**src/rtl/hexdisp_pkg.sv**
```systemverilog
// hexdisp_pkg: shared state type and defaults for the hex display feeder
package hexdisp_pkg;
    typedef enum logic {IDLE, HOLD} hexdisp_state_t;
    localparam int NDIGITS_DEFAULT = 6;
endpackage

```
**src/rtl/hexdisp_if.sv**
```systemverilog
// hexdisp_if: valid/ready transfer of a packed multi-digit hex value
interface hexdisp_if
    import hexdisp_pkg::*;
#(
    parameter int NDIGITS = NDIGITS_DEFAULT
);
    logic                   data_valid;
    logic [4*NDIGITS-1:0]   data;
    logic                   data_ready;
    modport master (output data_valid, data, input data_ready);
    modport slave  (input data_valid, data, output data_ready);
endinterface

```
**src/rtl/hexdisp_blink_timer.sv**
```systemverilog
// blink_timer: free-running prescaler whose wrap toggles the blink phase
module blink_timer #(
    parameter int BLINK_CYCLES = 12_500_000
) (
    input  logic clk,
    input  logic reset,
    output logic phase
);
    localparam int W = $clog2(BLINK_CYCLES + 1);
    localparam logic [W-1:0] LAST = W'(BLINK_CYCLES - 1);
    logic [W-1:0] cnt;
    always_ff @(posedge clk or posedge reset)
        if (reset) begin
            cnt   <= '0;
            phase <= 1'b0;
        end else if (cnt == LAST) begin
            cnt   <= '0;
            phase <= ~phase;
        end else begin
            cnt   <= cnt + 1'b1;
        end
endmodule

```
**src/rtl/hexdisp_ctrl.sv**
```systemverilog
// hexdisp_ctrl: rate-limited hex display feeder with leading-zero blanking and per-digit blink
module hexdisp_ctrl
    import hexdisp_pkg::*;
#(
    parameter int NDIGITS      = NDIGITS_DEFAULT,
    parameter int HOLD_CYCLES  = 5_000_000,
    parameter int BLINK_CYCLES = 12_500_000
) (
    input  logic                 clk,
    input  logic                 reset,
    hexdisp_if.slave             bus,
    input  logic                 blank_lz,
    input  logic [NDIGITS-1:0]   blink_en,
    output logic [4*NDIGITS-1:0] digit,
    output logic [NDIGITS-1:0]   digit_off,
    output logic                 update
);
    localparam int HW = $clog2(HOLD_CYCLES + 1);
    localparam logic [HW-1:0] HOLD_LOAD = HW'(HOLD_CYCLES - 1);
    hexdisp_state_t       state;
    logic [HW-1:0]        hold_cnt;
    logic                 loaded, loaded_nxt, accept, phase;
    logic [4*NDIGITS-1:0] digit_nxt;
    logic [NDIGITS-1:0]   off_nxt;

    // digit i is a leading zero when it and every digit above it are zero; digit 0 always shows
    function automatic logic [NDIGITS-1:0] lz_mask(input logic [4*NDIGITS-1:0] v);
        logic z;
        z = 1'b1;
        lz_mask = '0;
        for (int i = NDIGITS - 1; i > 0; i--) begin
            z = z && (v[4*i +: 4] == 4'h0);
            lz_mask[i] = z;
        end
    endfunction

    blink_timer #(.BLINK_CYCLES(BLINK_CYCLES)) u_blink (.clk(clk), .reset(reset), .phase(phase));

    always_comb begin
        accept     = bus.data_valid && bus.data_ready;
        digit_nxt  = accept ? bus.data : digit;
        loaded_nxt = loaded || accept;
        off_nxt    = ~{NDIGITS{loaded_nxt}} | (blank_lz ? lz_mask(digit_nxt) : '0)
                   | (blink_en & {NDIGITS{phase}});
    end

    always_ff @(posedge clk or posedge reset)
        if (reset) begin
            state          <= IDLE;
            hold_cnt       <= '0;
            bus.data_ready <= 1'b1;
            digit          <= '0;
            digit_off      <= '1;
            update         <= 1'b0;
            loaded         <= 1'b0;
        end else begin
            digit     <= digit_nxt;
            digit_off <= off_nxt;
            loaded    <= loaded_nxt;
            update    <= accept;
            if (state == IDLE) begin
                if (accept) begin
                    state          <= HOLD;
                    hold_cnt       <= HOLD_LOAD;
                    bus.data_ready <= 1'b0;
                end
            end else if (hold_cnt == '0) begin
                state          <= IDLE;
                bus.data_ready <= 1'b1;
            end else begin
                hold_cnt <= hold_cnt - 1'b1;
            end
        end
endmodule

```
**src/flat_wrapper.sv**
```systemverilog
// flat-port wrapper written by rule: the top's interface ports become plain ports
module hexdisp_ctrl_flat import hexdisp_pkg::*;
#(
    parameter int NDIGITS      = NDIGITS_DEFAULT,
    parameter int HOLD_CYCLES  = 5_000_000,
    parameter int BLINK_CYCLES = 12_500_000
)
  (clk, reset, blank_lz, blink_en, digit, digit_off, update, bus_data_valid, bus_data, bus_data_ready);
  hexdisp_if #(.NDIGITS(NDIGITS)) bus_i ();
  input  logic clk;
  input  logic reset;
  input  logic blank_lz;
  input  logic [NDIGITS-1:0] blink_en;
  output logic [4*NDIGITS-1:0] digit;
  output logic [NDIGITS-1:0] digit_off;
  output logic update;
  input wire logic [$bits(bus_i.data_valid)-1:0] bus_data_valid;
  input wire logic [$bits(bus_i.data)-1:0] bus_data;
  output wire logic [$bits(bus_i.data_ready)-1:0] bus_data_ready;
  assign bus_i.data_valid = bus_data_valid;
  assign bus_i.data = bus_data;
  assign bus_data_ready = bus_i.data_ready;
  hexdisp_ctrl #(.NDIGITS(NDIGITS), .HOLD_CYCLES(HOLD_CYCLES), .BLINK_CYCLES(BLINK_CYCLES)) u_core (.clk(clk), .reset(reset), .bus(bus_i), .blank_lz(blank_lz), .blink_en(blink_en), .digit(digit), .digit_off(digit_off), .update(update));
endmodule
```
**config.mk**
```make
export PLATFORM = sky130hd
export DESIGN_NAME = hexdisp_ctrl_flat
export DESIGN_NICKNAME = d
export VERILOG_FILES = /design/src/rtl/hexdisp_pkg.sv /design/src/rtl/hexdisp_if.sv /design/src/rtl/hexdisp_blink_timer.sv /design/src/rtl/hexdisp_ctrl.sv /design/src/flat_wrapper.sv
export SDC_FILE = /design/constraint.sdc
export NUM_CORES = 1
export LEC_CHECK = 0
export CAP_MARGIN = 10
export CORE_ASPECT_RATIO = 2
export CORE_MARGIN = 2
export CORE_UTILIZATION = 56
export CTS_BUF_LIST = sky130_fd_sc_hd__clkbuf_8
export DETAILED_ROUTE_END_ITERATION = 12
export MAX_ROUTING_LAYER = met4
export PLACE_DENSITY_LB_ADDON = 0.15
export REMOVE_ABC_BUFFERS = 1
export SLEW_MARGIN = 20
export SYNTH_ARGS = -nofsm -noshare
export SYNTH_HDL_FRONTEND = slang
export SYNTH_SLANG_ARGS = --single-unit
```
**constraint.sdc**
```tcl
create_clock -name clk -period 4.4 [get_ports clk]
set_clock_uncertainty 0.05 [all_clocks]
set_input_delay 0.44 -clock clk [delete_from_list [all_inputs] [get_ports clk]]
set_output_delay 0.44 -clock clk [all_outputs]
set_load 0.02 [all_outputs]
```
==> impl_metrics.yaml <==
run_status:
  outcome: "finished clean"
synth:
  synth-edff-count: 0
  synthFlopType: "dfrtp_1"
  yosysWarnings: 0
  synth.ff_latch_count: 82
  synth_top_area_share_pct: 49.1
  netlist.top_cell.by_area: "dfrtp_1"
  synthDistinctLibCells: 45
  synth.yosys.seq_area_share_pct: 53.9
  synthesis.area_sq_mm: 0.00382
  synth_area_per_cell_sq_um: 11.0
  synthCells: 349
  async_reset_ff_share_pct: 100
  synth.area.top_cells: "dfrtp_1 49%, mux2_2 7.4%, dfstp_2 4.8%, xor2_1 4.1%, nor2_1 3.5%"
drt:
  postRouteAntennaNets: 0
  drt-total-wl_mm: 8.76
  dr.pass1.iters: 4
  vias: 2944
  wl_per_cell_um: 17.1
  drt_iter0_drc: 167
  drc: 0
  vias_per_cell: 5.75
global_routing:
  globalRoute.busiestLayer: "met2"
  grt.overflow.total: 0
  grt_usage_pct: 25.5
  grt.met3_usage_pct: 5.38
  grt_max_degree: 63
  antenna_found_initial: 0
  grt_pass1_wl_mm: 14.4
  met2_usage_pct: 47.3
  met1_usage_pct: 24.7
  grt_pass1_vias: 3049
cts:
  clockBufferDepth: 2
  post_cts_resize_count: 0
  cts-hold-fix-buffers: 0
  cts_tree: "built"
  htreeDepth: 3
  clk_latency_ns: 0.36
  numCtsBuffers: 9
  cts.clk_slew.worst_paths_ns: 0.08
  root_buffer: "clkbuf_8"
  cts.sinks: 82
  postCtsSetupRepairBufs: 0
layout:
  area_growth_syn_to_layout_pct: 26.6
  fin_nets: 455
  diodes: 0
  fin_util_pct: 73.1
  nFillCells: 510
  multi_input_area_sq_mm: 0.00170
  ff_latch_area_sq_mm: 0.00206
  drive_above_1_share_pct: 15.3
sta:
  finalHoldViolCount: 0
  slew_viol_final: 0
  setup_viol: 0
  timing.final.ws_setup_ns: 1.74
  finalSetupTns_ns: 0
  min_period_ns: 2.66
  period_share_pct: 60.5
  clock.fmax_mhz: 376
  rsz0062_at_grt: "no"
  slew_headroom_pct: 46.8
  worst_pin_slew_ns: 0.796
critical_path:
  path_delay_family: "simple AND/OR/NAND/NOR gates"
  worstPathMaxFanout: 11
  required_ns: 4.63
  critPathKind: "reg -> reg"
  path_common_cell: "or4_4"
  cp-start-kind: "flop"
  cpPeakStageDelay_ns: 0.61
  timing.rr.start: "u_core.hold_cnt[15]$_DFFE_PP0P_"
  critPathCaptureType: "flop"
  startpoint: "u_core.hold_cnt[15]$_DFFE_PP0P_"
  cp.buffers_inverters: 0
  cp_cell_sequence: "or4_4 -> or4_4 -> o31ai_2 -> or3_1 -> mux2i_1"
  cp.arrival_ns: 2.89
  cpMaxStageDelayCell: "or4_4"
power_and_ir_drop:
  leakagePower_nw: 2.03
  peakVddDrop_uv: 350
  cellPowerDensity_mw_per_mm2: 455
worst_hold_path:
  hp-start: "u_core.u_blink.cnt[0]$_DFF_PP0_"
  min_path_type: "reg -> reg"
floorplanning:
  start_util_pct: 57.7
  dieArea_sq_mm: 0.00755
  io_pins: 66
  core_area_sq_mm: 0.00662
  die_y_um: 121
  die_w_um: 62.4
  rows: 42
place:
  post-place-ws_ns: 1.79
  placement.io_buffers: 65
  dp_hpwl_mm: 6.37
  place_congestion: 0.922
job:
  maxCapViolations: 0
cells in the mapped netlist, types with 7 or more instances:
master	count
a21oi_1	8
dfrtp_1	75
dfstp_2	7
inv_1	8
mux2_2	25
nand2_1	31
nand3_1	11
nand4_1	8
nor2_1	36
nor4_1	16
o21ai_0	10
or3_1	8
xnor2_1	13
xor2_1	18
cell families (layout without fill, tap and decap cells):
| group | Yosys count | count (layout) | synth area share [%] |
|---|---|---|---|
| xor+xnor | 31 | 31 | 7.10 |
| fa+ha+maj | 2 | 2 | 0.654 |
| mux | 30 | 30 | 8.67 |
| buf+inv | 17 | 92 | 1.87 |
| flops | 82 | 82 | 53.9 |
| simple gates | 150 | 150 | 21.4 |
| compound gates | 37 | 37 | 6.45 |
final cells by class:
| cell class | count | share of cell area (%) |
|---|---|---|
| timing repair buffer | 68 | 13.9 |
| inverter | 8 | 0.672 |
| clock inverter | 6 | 2.66 |
| sequential | 82 | 42.6 |
| clock buffer | 10 | 2.84 |
| multi-input combinational | 250 | 35.1 |
| tap | 88 | 2.27 |
cell usage in the layout, fill, tap and decap left out, types with 6 or more instances in the layout:
cell type / instances
nor4_1: 15
mux2_2: 25
clkdlybuf4s50_1: 65
nor2_1: 36
clkbuf_8: 10
or3_1: 8
dfstp_2: 7
nand2_1: 31
dfrtp_1: 75
o21ai_0: 10
nand4_1: 8
xor2_1: 18
inv_1: 8
xnor2_1: 13
nand3_1: 11
nor3_1: 6
a21oi_1: 8
report_power, final:
| part | internal [mW] | leakage, nW | switching, mW | total, mW |
|---|---|---|---|---|
| logic | 0.270 | 0.896 | 0.245 | 0.516 |
| clock network | 0.447 | 0.138 | 0.260 | 0.707 |
| registers | 0.874 | 0.995 | 0.104 | 0.979 |
metal layers:
metal	vias to the layer above	share of wire, %
met1	1459	35
met5	-	0
met4	0	2.3
met3	17	2.6
li1	1404	-
met2	64	60
state kept, by name, summed over array words and instances, names as in the netlist:
register and count:
u_core.state 1, u_core.hold_cnt 23, u_core.u_blink.phase 1, u_core.u_blink.cnt 24, u_core.digit_off 6, u_core.loaded 1
u_core.digit 24, u_core.bus.data_ready 1, u_core.update 1
final timing paths:
path / endpoint / slack, ns / depth (start not counted)
setup / recovery: u_core.hold_cnt[3]$_DFFE_PP0P_ / 1.74 / 5
min in group asynchronous: u_core.hold_cnt[11]$_DFFE_PP0P_ / 0.52 / 2
setup reg to reg: u_core.hold_cnt[3]$_DFFE_PP0P_ / 1.74 / 5
hold / removal: u_core.u_blink.cnt[0]$_DFF_PP0_ / 0.45 / 1
hold reg to reg: u_core.u_blink.cnt[0]$_DFF_PP0_ / 0.45 / 1
max in group asynchronous: u_core.digit_off[0]$_DFF_PP1_ / 2.94 / 3
metrics by stage:
| step | instance area [sq um] | hold WS (ns) | cells | total power [mW] |
|---|---|---|---|---|
| finish | 4840 | 0.455 | 512 | 2.20 |
| global route | 4840 | 0.482 | 512 | 2.30 |
| CTS | 4840 | 0.458 | 512 | 2.22 |
| detailed placement | 4570 | 0.444 | 496 | 1.51 |
| global placement | 4570 | 0.422 | 496 | 1.49 |
| floorplan | 3780 | 0.398 | 340 | 1.26 |
No activity file was read; power rests on OpenSTA's default activity.
